$ cat src/rtl/if_id_stage.sv
// Instruction fetch stage and IF/ID pipeline register for the 5-stage PCPU.
// Owns the PC, resolves branch/jump/jr redirects from ID, and counts fetch/stall/flush events.
module if_id_stage #(
    parameter logic [31:0] RESET_PC = 32'h0000_0000,
    parameter logic [31:0] NOP_INST = 32'h0000_0000
) (
    input  logic        clk,
    input  logic        rst,
    output logic [31:0] imem_addr,
    input  logic [31:0] imem_data,
    input  logic        stall,
    input  logic        branch,
    input  logic        jump,
    input  logic        jr,
    input  logic [31:0] jr_target,
    output logic [5:0]  op,
    output logic [4:0]  rs,
    output logic [4:0]  rt,
    output logic [4:0]  rd,
    output logic [4:0]  shamt,
    output logic [5:0]  func,
    output logic [15:0] imm,
    output logic [31:0] id_inst,
    output logic [31:0] id_pc4,
    output logic        id_valid,
    output logic [31:0] fetch_cnt,
    output logic [31:0] stall_cnt,
    output logic [31:0] flush_cnt
);

    localparam int unsigned XLEN    = 32;
    localparam int unsigned CNT_W   = 32;
    localparam int unsigned IMM_W   = 16;
    localparam int unsigned JIDX_W  = 26;

    typedef struct packed {
        logic [XLEN-1:0] inst;
        logic [XLEN-1:0] pc4;
        logic            valid;
    } ifid_t;

    logic [XLEN-1:0]  pc_q;
    logic [XLEN-1:0]  pc_d;
    logic [XLEN-1:0]  pc_plus4;
    ifid_t            ifid_q;
    ifid_t            ifid_d;

    logic [CNT_W-1:0] fetch_cnt_q;
    logic [CNT_W-1:0] stall_cnt_q;
    logic [CNT_W-1:0] flush_cnt_q;

    logic             redirect;
    logic             fetch_inc;
    logic             flush_inc;
    logic [XLEN-1:0]  br_offset;
    logic [XLEN-1:0]  br_target;
    logic [XLEN-1:0]  j_target;
    logic [IMM_W-1:0] id_imm;
    logic [JIDX_W-1:0] id_jidx;

    // Redirect targets come straight from the instruction held in IF/ID.
    assign id_imm    = ifid_q.inst[IMM_W-1:0];
    assign id_jidx   = ifid_q.inst[JIDX_W-1:0];
    assign br_offset = {{14{id_imm[IMM_W-1]}}, id_imm, 2'b00};
    assign br_target = ifid_q.pc4 + br_offset;
    assign j_target  = {ifid_q.pc4[XLEN-1:XLEN-4], id_jidx, 2'b00};
    assign pc_plus4  = pc_q + XLEN'(4);

    // Control inputs only matter when ID holds a real instruction.
    assign redirect  = ifid_q.valid & (branch | jump | jr);
    assign fetch_inc = ~stall & ~redirect;
    assign flush_inc = ~stall & redirect;

    // Next PC and IF/ID contents; a stall freezes both and defers any redirect.
    always_comb begin
        pc_d   = pc_q;
        ifid_d = ifid_q;
        if (!stall) begin
            ifid_d.pc4 = pc_plus4;
            if (redirect) begin
                ifid_d.inst  = NOP_INST;
                ifid_d.valid = 1'b0;
                if (jr) begin
                    pc_d = jr_target;
                end else if (jump) begin
                    pc_d = j_target;
                end else begin
                    pc_d = br_target;
                end
            end else begin
                ifid_d.inst  = imem_data;
                ifid_d.valid = 1'b1;
                pc_d         = pc_plus4;
            end
        end
    end

    always_ff @(posedge clk) begin
        if (rst) begin
            pc_q         <= RESET_PC;
            ifid_q.inst  <= NOP_INST;
            ifid_q.pc4   <= '0;
            ifid_q.valid <= 1'b0;
        end else begin
            pc_q   <= pc_d;
            ifid_q <= ifid_d;
        end
    end

    // Event counters, free-running and wrapping.
    always_ff @(posedge clk) begin
        if (rst) begin
            fetch_cnt_q <= '0;
            stall_cnt_q <= '0;
            flush_cnt_q <= '0;
        end else begin
            if (fetch_inc) begin
                fetch_cnt_q <= fetch_cnt_q + CNT_W'(1);
            end
            if (stall) begin
                stall_cnt_q <= stall_cnt_q + CNT_W'(1);
            end
            if (flush_inc) begin
                flush_cnt_q <= flush_cnt_q + CNT_W'(1);
            end
        end
    end

    assign imem_addr = pc_q;
    assign id_inst   = ifid_q.inst;
    assign id_pc4    = ifid_q.pc4;
    assign id_valid  = ifid_q.valid;
    assign fetch_cnt = fetch_cnt_q;
    assign stall_cnt = stall_cnt_q;
    assign flush_cnt = flush_cnt_q;

    // Decode fields are plain slices, so a bubble reads as all zeros.
    assign op    = ifid_q.inst[31:26];
    assign rs    = ifid_q.inst[25:21];
    assign rt    = ifid_q.inst[20:16];
    assign rd    = ifid_q.inst[15:11];
    assign shamt = ifid_q.inst[10:6];
    assign func  = ifid_q.inst[5:0];
    assign imm   = ifid_q.inst[15:0];

endmodule

$ cat config.mk
export PLATFORM = sky130hd
export DESIGN_NAME = if_id_stage
export DESIGN_NICKNAME = d
export VERILOG_FILES = /design/src/rtl/if_id_stage.sv
export SDC_FILE = /design/constraint.sdc
export NUM_CORES = 1
export LEC_CHECK = 0
export BUFFER_PORTS_ARGS = -buffer_cell sky130_fd_sc_hd__buf_2
export CAP_MARGIN = 30
export CORE_MARGIN = 2
export CORE_UTILIZATION = 30
export CTS_BUF_LIST = sky130_fd_sc_hd__clkbuf_2 sky130_fd_sc_hd__clkbuf_4 sky130_fd_sc_hd__clkbuf_8
export CTS_CLUSTER_DIAMETER = 100
export DETAILED_ROUTE_END_ITERATION = 16
export RECOVER_POWER = 25
export SLEW_MARGIN = 15
export SYNTH_ARGS = -nofsm -noshare
export SYNTH_HDL_FRONTEND = slang
export SYNTH_SLANG_ARGS = --single-unit
export TNS_END_PERCENT = 10
$ cat constraint.sdc
create_clock -name clk -period 4.16 [get_ports clk]
set_clock_uncertainty 0.15 [all_clocks]
set_input_delay 0 -clock clk [delete_from_list [all_inputs] [get_ports clk]]
set_output_delay 0 -clock clk [all_outputs]
set_load 0.01 [all_outputs]
==> run summary, run 1 <==
Number of synthesized flops with an enable pin -> 0
Post-route setup TNS -> 0 ns
Leading cell type in the layout, fill and taps excluded -> sky130_fd_sc_hd__nor2_1
Root cell of the clock tree -> sky130_fd_sc_hd__clkbuf_8
Number of buffers inserted for hold repair after clock tree synthesis -> 75
Die area -> 0.03762 sq mm
Global-route total usage across every layer -> 19.07%
H-tree depth -> 4
Max Transition Viols Final -> 0
Post-layout power -> 3797 uW
Sort of element at the start of the critical path -> register
Per-cell routed wire length -> 17.20 um
Diodes inserted -> 0
CTS tree -> yes
Post-CTS clock slew at the launch and capture registers of the worst setup and hold paths -> 0.11 ns
Area fraction in compound gates after synthesis -> 18.43%
Grt total ovfl -> 0
Setup Crit Path Kind -> reg -> reg
Setup fix buffers added after clock tree synthesis -> 0
Post-Synth Simple-Gate Area -> 23.59%
Final #Nets -> 1773
Number of buffers inserted during clock tree synthesis -> 17
Number of flip-flops and latches in the synthesized netlist -> 193
Share of cell area taken by muxes after synthesis -> 1.306%
Count of warnings emitted by yosys -> 0
Placer's final routability congestion estimate -> 0.8351
Drt total wl -> 36.85 mm
Crit-path max FO -> 6
Via density -> 5.088
Upper clock frequency limit -> 257.2 MHz
Antenna violation net count after detailed routing -> 0
Post-cts resize count -> 0
Slowest Stage Delay on Critical Path -> 0.58 ns
Result of the run -> finished, final reports clean
Final Hold Fails -> 0
DRC -> 0
Share of layout cells above drive strength 1 -> 16.47%
Max transition margin -> 35.92%
Max-cap check violation count -> 0
Source-to-sink clock delay at the later pin of the worst-skew pair -> 0.50 ns
Commonest non-fill, non-tap cells in the layout -> sky130_fd_sc_hd__nor2_1 (237), sky130_fd_sc_hd__buf_2 (204), sky130_fd_sc_hd__dfxtp_1 (193)
Fraction of the mapped netlist area in adder cells -> 3.999%
Synth Cell Area -> 0.01083 sq mm
Main synth FF type -> sky130_fd_sc_hd__dfxtp_1
Number of violations reported at the end of detailed-routing iteration 0 -> 594
RSZ-0062 raised after global routing -> no
Req. time, crit path -> 4.46 ns
Half-perimeter wire length of the detailed placement result -> 26.31 mm
I/O pin cnt -> 311
Actual slew at the worst max-slew pin -> 0.9539 ns
Syn Nets -> 1474
Leak -> 0.005697 uW
Die Height -> 194.0 um
Fraction of the cycle the final worst path needs -> 93.45%
Area overhead of the layout relative to synthesis -> 24.21%
First-pass GRT wire length -> 57.35 mm
R2R cell count -> 11
Hold/Removal Path Class -> in -> reg
First-pass detailed-route iteration total -> 5
Number of cells produced by synthesis -> 1370
Via count of the first global-routing pass -> 10220
Standard cell core area -> 0.03557 sq mm
Critical-path cell list -> ha_1, fa_1, a21o_1, a221o_1, o221ai_2, a211oi_1, o21ai_2, nand2b_1, or4b_1, a31oi_1, dlygate4sd3_1
Number of vias after detailed routing -> 10900
Maximum buffer depth of the clock tree -> 2
Initial antenna violation count -> 1
Largest family of logic cells by synthesized area -> simple AND/OR/NAND/NOR gates
Power density over the cells -> 282.4 mW/mm^2
Dpl cell area -> 0.01244 sq mm
Setup violation total in the final timing report -> 0
Starting utilization of the core area -> 30.44%
Critical Path Sink Type -> register
Std cell rows -> 69
Min Tclk post-route -> 3.887 ns
TritonCTS Sinks -> 193
Number of distinct library cell variants in the gate-level netlist after synthesis -> 74
Fraction of the yosys area taken by sequential cells -> 35.69%
Syn avg cell area -> 7.903 sq um
Worst vdd rail ir drop -> 0.2743 mV
Largest net degree at the start of global routing -> 78
Async SR Flop Fraction -> 0%
Critical Path AT -> 4.19 ns
Cell area after layout -> 0.01345 sq mm
Number of port buffers -> 310
Overall die width -> 194.0 um
Number of stages on the worst hold path -> 5
CP max stage cell -> sky130_fd_sc_hd__dlygate4sd3_1
Xor/xnor cell area share of the yosys netlist -> 10.44%
## where the power goes
group | internal, uW | total, uW | switching (uW)
Sequential | 1890 | 1950 | 62.9
Clock | 519 | 1280 | 757
Combinational | 231 | 567 | 335
## per-stage QoR
stage	std cells	util, %	worst slack, ns	hold WS, ns
global route	2143	37.81	0.1107	0.07728
finish	2143	37.81	0.2727	0.09278
global placement	2035	34.94	0.7795	0.08060
CTS	2143	38.17	0.3465	0.04456
floorplan	1370	-	1.050	-0.005920
detailed placement	2036	34.98	0.7678	0.08871
## cell families (layout without fill, tap and decap cells)
logic type,after synthesis,after routing
AO/OA/AOI/OAI,316,316
XOR/XNOR,129,129
adder cells (fa/ha/maj),34,34
multiplexers,14,14
buffers and inverters,136,448
flip-flops,193,193
AND/OR/NAND/NOR,548,548
## cells in the mapped netlist, drive strengths merged, types with 7 or more instances
cell    instances  area, sq um
a211oi         15        117.6
a21o           19        142.6
a21oi         102        514.2
a22oi          38        285.3
a31oi          10        62.56
and2            9        56.30
and3           33        206.5
and4           13        113.9
buf            66        446.7
clkbuf         54        202.7
dfxtp         193         3864
ha             33        412.9
inv            15        56.30
mux2i          13        130.1
nand2         116        435.4
nand3          46        235.2
nand4          33        206.5
nor2          240        905.9
nor3           19        110.1
o211ai         15        112.6
o21ai          75        379.1
o22ai           7        43.79
or3            16        100.1
xnor2          49        429.2
xor2           80        700.7
## worst paths after layout
kind | slack [ns] | endpoint | startpoint
max | 0.27 | imem_addr[24] | id_inst[0]
min | 0.09 | flush_cnt[1] | jr
max reg2reg | 0.27 | imem_addr[24] | id_inst[0]
min reg2reg | 0.34 | id_pc4[26] | id_pc4[26]
## critical path: cells and delay by family, from the launching register on
kind            cells  cell delay, ns
fa+ha+maj           2            0.71
buf+inv             1            0.58
simple gates        2            0.57
compound gates      6            1.47
flops               1            0.38
## sequential cells by signal (all words and copies together), names as in the netlist
name / flops
stall_cnt: 32
id_valid: 1
flush_cnt: 32
fetch_cnt: 32
id_inst: 32
imem_addr: 32
id_pc4: 32
## layout make-up
type / instances / area [sq um]
Timing Repair Buffer: 400 / 2301
Multi-Input combinational cell: 1041 / 6261
Clock buffer: 20 / 262.8
Inverter: 16 / 60.06
Tap cell: 461 / 576.8
Sequential cell: 193 / 3864
Fill cell: 3785 / 22120
Clock inverter: 12 / 122.6
## metal layers
metal | vias to the layer above | global-route usage, % | wire (um)
met2 | 350 | 31.94 | 17300
met4 | 2 | 5.275 | 681
met3 | 34 | 4.088 | 2271
met5 | - | 0 | 11
met1 | 5180 | 24.72 | 16580
li1 | 5337 | - | -
Note: power is estimated with default switching activity, not from simulation.
==> inputs of run 2 (changes only) <==
--- a/config.mk
+++ b/config.mk
@@ -7,12 +7,14 @@
 export LEC_CHECK = 0
 export BUFFER_PORTS_ARGS = -buffer_cell sky130_fd_sc_hd__buf_2
 export CAP_MARGIN = 30
+export CELL_PAD_IN_SITES_DETAIL_PLACEMENT = 2
+export CELL_PAD_IN_SITES_GLOBAL_PLACEMENT = 2
 export CORE_MARGIN = 2
 export CORE_UTILIZATION = 30
 export CTS_BUF_LIST = sky130_fd_sc_hd__clkbuf_2 sky130_fd_sc_hd__clkbuf_4 sky130_fd_sc_hd__clkbuf_8
 export CTS_CLUSTER_DIAMETER = 100
 export DETAILED_ROUTE_END_ITERATION = 16
-export RECOVER_POWER = 25
+export PLACE_DENSITY_LB_ADDON = 0.1
 export SLEW_MARGIN = 15
 export SYNTH_ARGS = -nofsm -noshare
 export SYNTH_HDL_FRONTEND = slang
==> run 2 against run 1 <==
  * Register-to-register slack lost 0.02 ns
  * Wire length grew 17%
  * Largest power group unchanged
  * Non-clock buffer count grew 23
  * Combinational power grew 7.1%
  * Clock power grew 3%
  * Via count grew 2.4%
  * Critical path type unchanged
  * Total power grew 2.3%
==> run summary, run 2 (same netlist as run 1, synthesis figures left out) <==
GRT Max-Usage Layer -> met2
Final Hold Fails -> 0
Fraction of the cycle the final worst path needs -> 93.94%
Number of vias after detailed routing -> 11160
Post-CTS clock slew at the launch and capture registers of the worst setup and hold paths -> 0.10 ns
Area overhead of the layout relative to synthesis -> 27.75%
Half-perimeter wire length of the detailed placement result -> 30.85 mm
Std cell rows -> 69
First-pass detailed-route iteration total -> 4
Worst vdd rail ir drop -> 0.1938 mV
Reg-to-reg critical path endpoint -> imem_addr[28]
Drt total wl -> 43.15 mm
Standard cell core area -> 0.03557 sq mm
Grt total ovfl -> 0
Final #Nets -> 1796
Met2 usage in global routing -> 37.93%
Setup Crit Path Kind -> reg -> reg
Result of the run -> finished, final reports clean
Setup fix buffers added after clock tree synthesis -> 0
Placer's final routability congestion estimate -> 0.8522
Dpl cell area -> 0.01245 sq mm
Upper clock frequency limit -> 255.9 MHz
Max-cap check violation count -> 0
Leading cell type in the layout, fill and taps excluded -> sky130_fd_sc_hd__buf_2
Antenna violation net count after detailed routing -> 0
Starting utilization of the core area -> 30.44%
Setup crit start -> id_inst[0]
Met1 Track Usage GR -> 29.59%
Via density -> 5.150
Post-route setup TNS -> 0 ns
Number of stages on the worst hold path -> 3
Hold/Removal Path Class -> in -> reg
Source of the worst register-to-register timing path -> id_inst[0]
Critical Path Sink Type -> register
First-pass GRT wire length -> 68.20 mm
Commonest non-fill, non-tap cells in the layout -> sky130_fd_sc_hd__buf_2 (308), sky130_fd_sc_hd__nor2_1 (237), sky130_fd_sc_hd__dfxtp_1 (193)
DRC -> 0
Overall die width -> 194.0 um
R2R cell count -> 12
Setup violation total in the final timing report -> 0
Critical Path AT -> 4.16 ns
Min Tclk post-route -> 3.908 ns
Largest net degree at the start of global routing -> 132
Power density over the cells -> 280.9 mW/mm^2
Initial antenna violation count -> 2
Root cell of the clock tree -> sky130_fd_sc_hd__clkbuf_8
H-tree depth -> 4
Cell area after layout -> 0.01383 sq mm
Max transition margin -> 46.84%
Share of layout cells above drive strength 1 -> 22.36%
Global-route total usage across every layer -> 22.66%
Maximum buffer depth of the clock tree -> 2
Number of violations reported at the end of detailed-routing iteration 0 -> 318
Leak -> 0.006302 uW
Number of buffers inserted during clock tree synthesis -> 17
Per-cell routed wire length -> 19.91 um
Source-to-sink clock delay at the later pin of the worst-skew pair -> 0.50 ns
I/O pin cnt -> 311
Register-to-register path setup slack -> 0.25 ns
Req. time, crit path -> 4.41 ns
Number of port buffers -> 310
Crit-path max FO -> 6
RSZ-0062 raised after global routing -> no
Core Util, Final -> 38.88%
Critical path capture point -> imem_addr[28]
TritonCTS Sinks -> 193
Met3 Use GR -> 4.627%
Via count of the first global-routing pass -> 11800
Die Height -> 194.0 um
CTS tree -> yes
Sort of element at the start of the critical path -> register
Max Transition Viols Final -> 0
Actual slew at the worst max-slew pin -> 0.7975 ns
Die area -> 0.03762 sq mm
## run 2: critical path, stage by stage (launching register included)
cell                            delay (ns)
sky130_fd_sc_hd__dfxtp_1              0.36
sky130_fd_sc_hd__ha_1                 0.24
sky130_fd_sc_hd__fa_1                 0.42
sky130_fd_sc_hd__a21o_1               0.22
sky130_fd_sc_hd__a221o_1              0.40
sky130_fd_sc_hd__o221ai_2             0.34
sky130_fd_sc_hd__nor3_1               0.13
sky130_fd_sc_hd__o32ai_2              0.41
sky130_fd_sc_hd__mux2i_1              0.23
sky130_fd_sc_hd__nor2_1               0.05
sky130_fd_sc_hd__o221ai_1             0.18
sky130_fd_sc_hd__a21oi_1              0.08
sky130_fd_sc_hd__dlygate4sd3_1        0.58
## run 2: worst min path at each step
stage                  start       endpoint  slack, ns
6_report                  jr  imem_addr[24]       0.08
3_3_place_gp   imem_data[31]    id_inst[31]       0.08
2_1_floorplan   imem_data[0]     id_inst[0]     -0.006
5_1_grt        imem_data[25]    id_inst[25]       0.11
3_5_place_dp   imem_data[28]    id_inst[28]       0.09
4_1_cts                   jr  imem_addr[24]       0.04
## run 2: layer usage
metal / part of all wire [%] / wire (um)
met5: 0 / 0
met4: 1.8 / 774
met3: 5.2 / 2263
met2: 47 / 20230
met1: 46 / 19890
## run 2: report_power, final
group	internal [uW]	switching, uW
registers	1890	66.2
clock network	602	718
logic	250	356
## run 2: layout make-up
type | instances | area [sq um]
Antenna cell | 2 | 5.005
Clock inverter | 7 | 101.3
Sequential cell | 193 | 3864
Fill cell | 4178 | 21740
Multi-Input combinational cell | 1041 | 6261
Clock buffer | 24 | 299.0
Timing Repair Buffer | 423 | 2664
Inverter | 16 | 60.06
Tap cell | 461 | 576.8
## run 2: stage by stage
step | hold slack [ns] | total power [uW] | std cells | setup WS, ns
after floorplan | -0.005920 | 2322 | 1370 | 1.050
after global placement | 0.08042 | 2521 | 2037 | 0.8337
after detailed placement | 0.09118 | 2533 | 2037 | 0.7971
after CTS | 0.04483 | 3949 | 2165 | 0.2346
after global routing | 0.1108 | 4081 | 2167 | 0.02335
final | 0.07725 | 3885 | 2167 | 0.2522
## run 2: repair_timing
action	CTS	global route
endpoints found under the hold margin	91	0
hold buffers	97	0
gates resized for setup	0	0
setup endpoints to repair	0	0
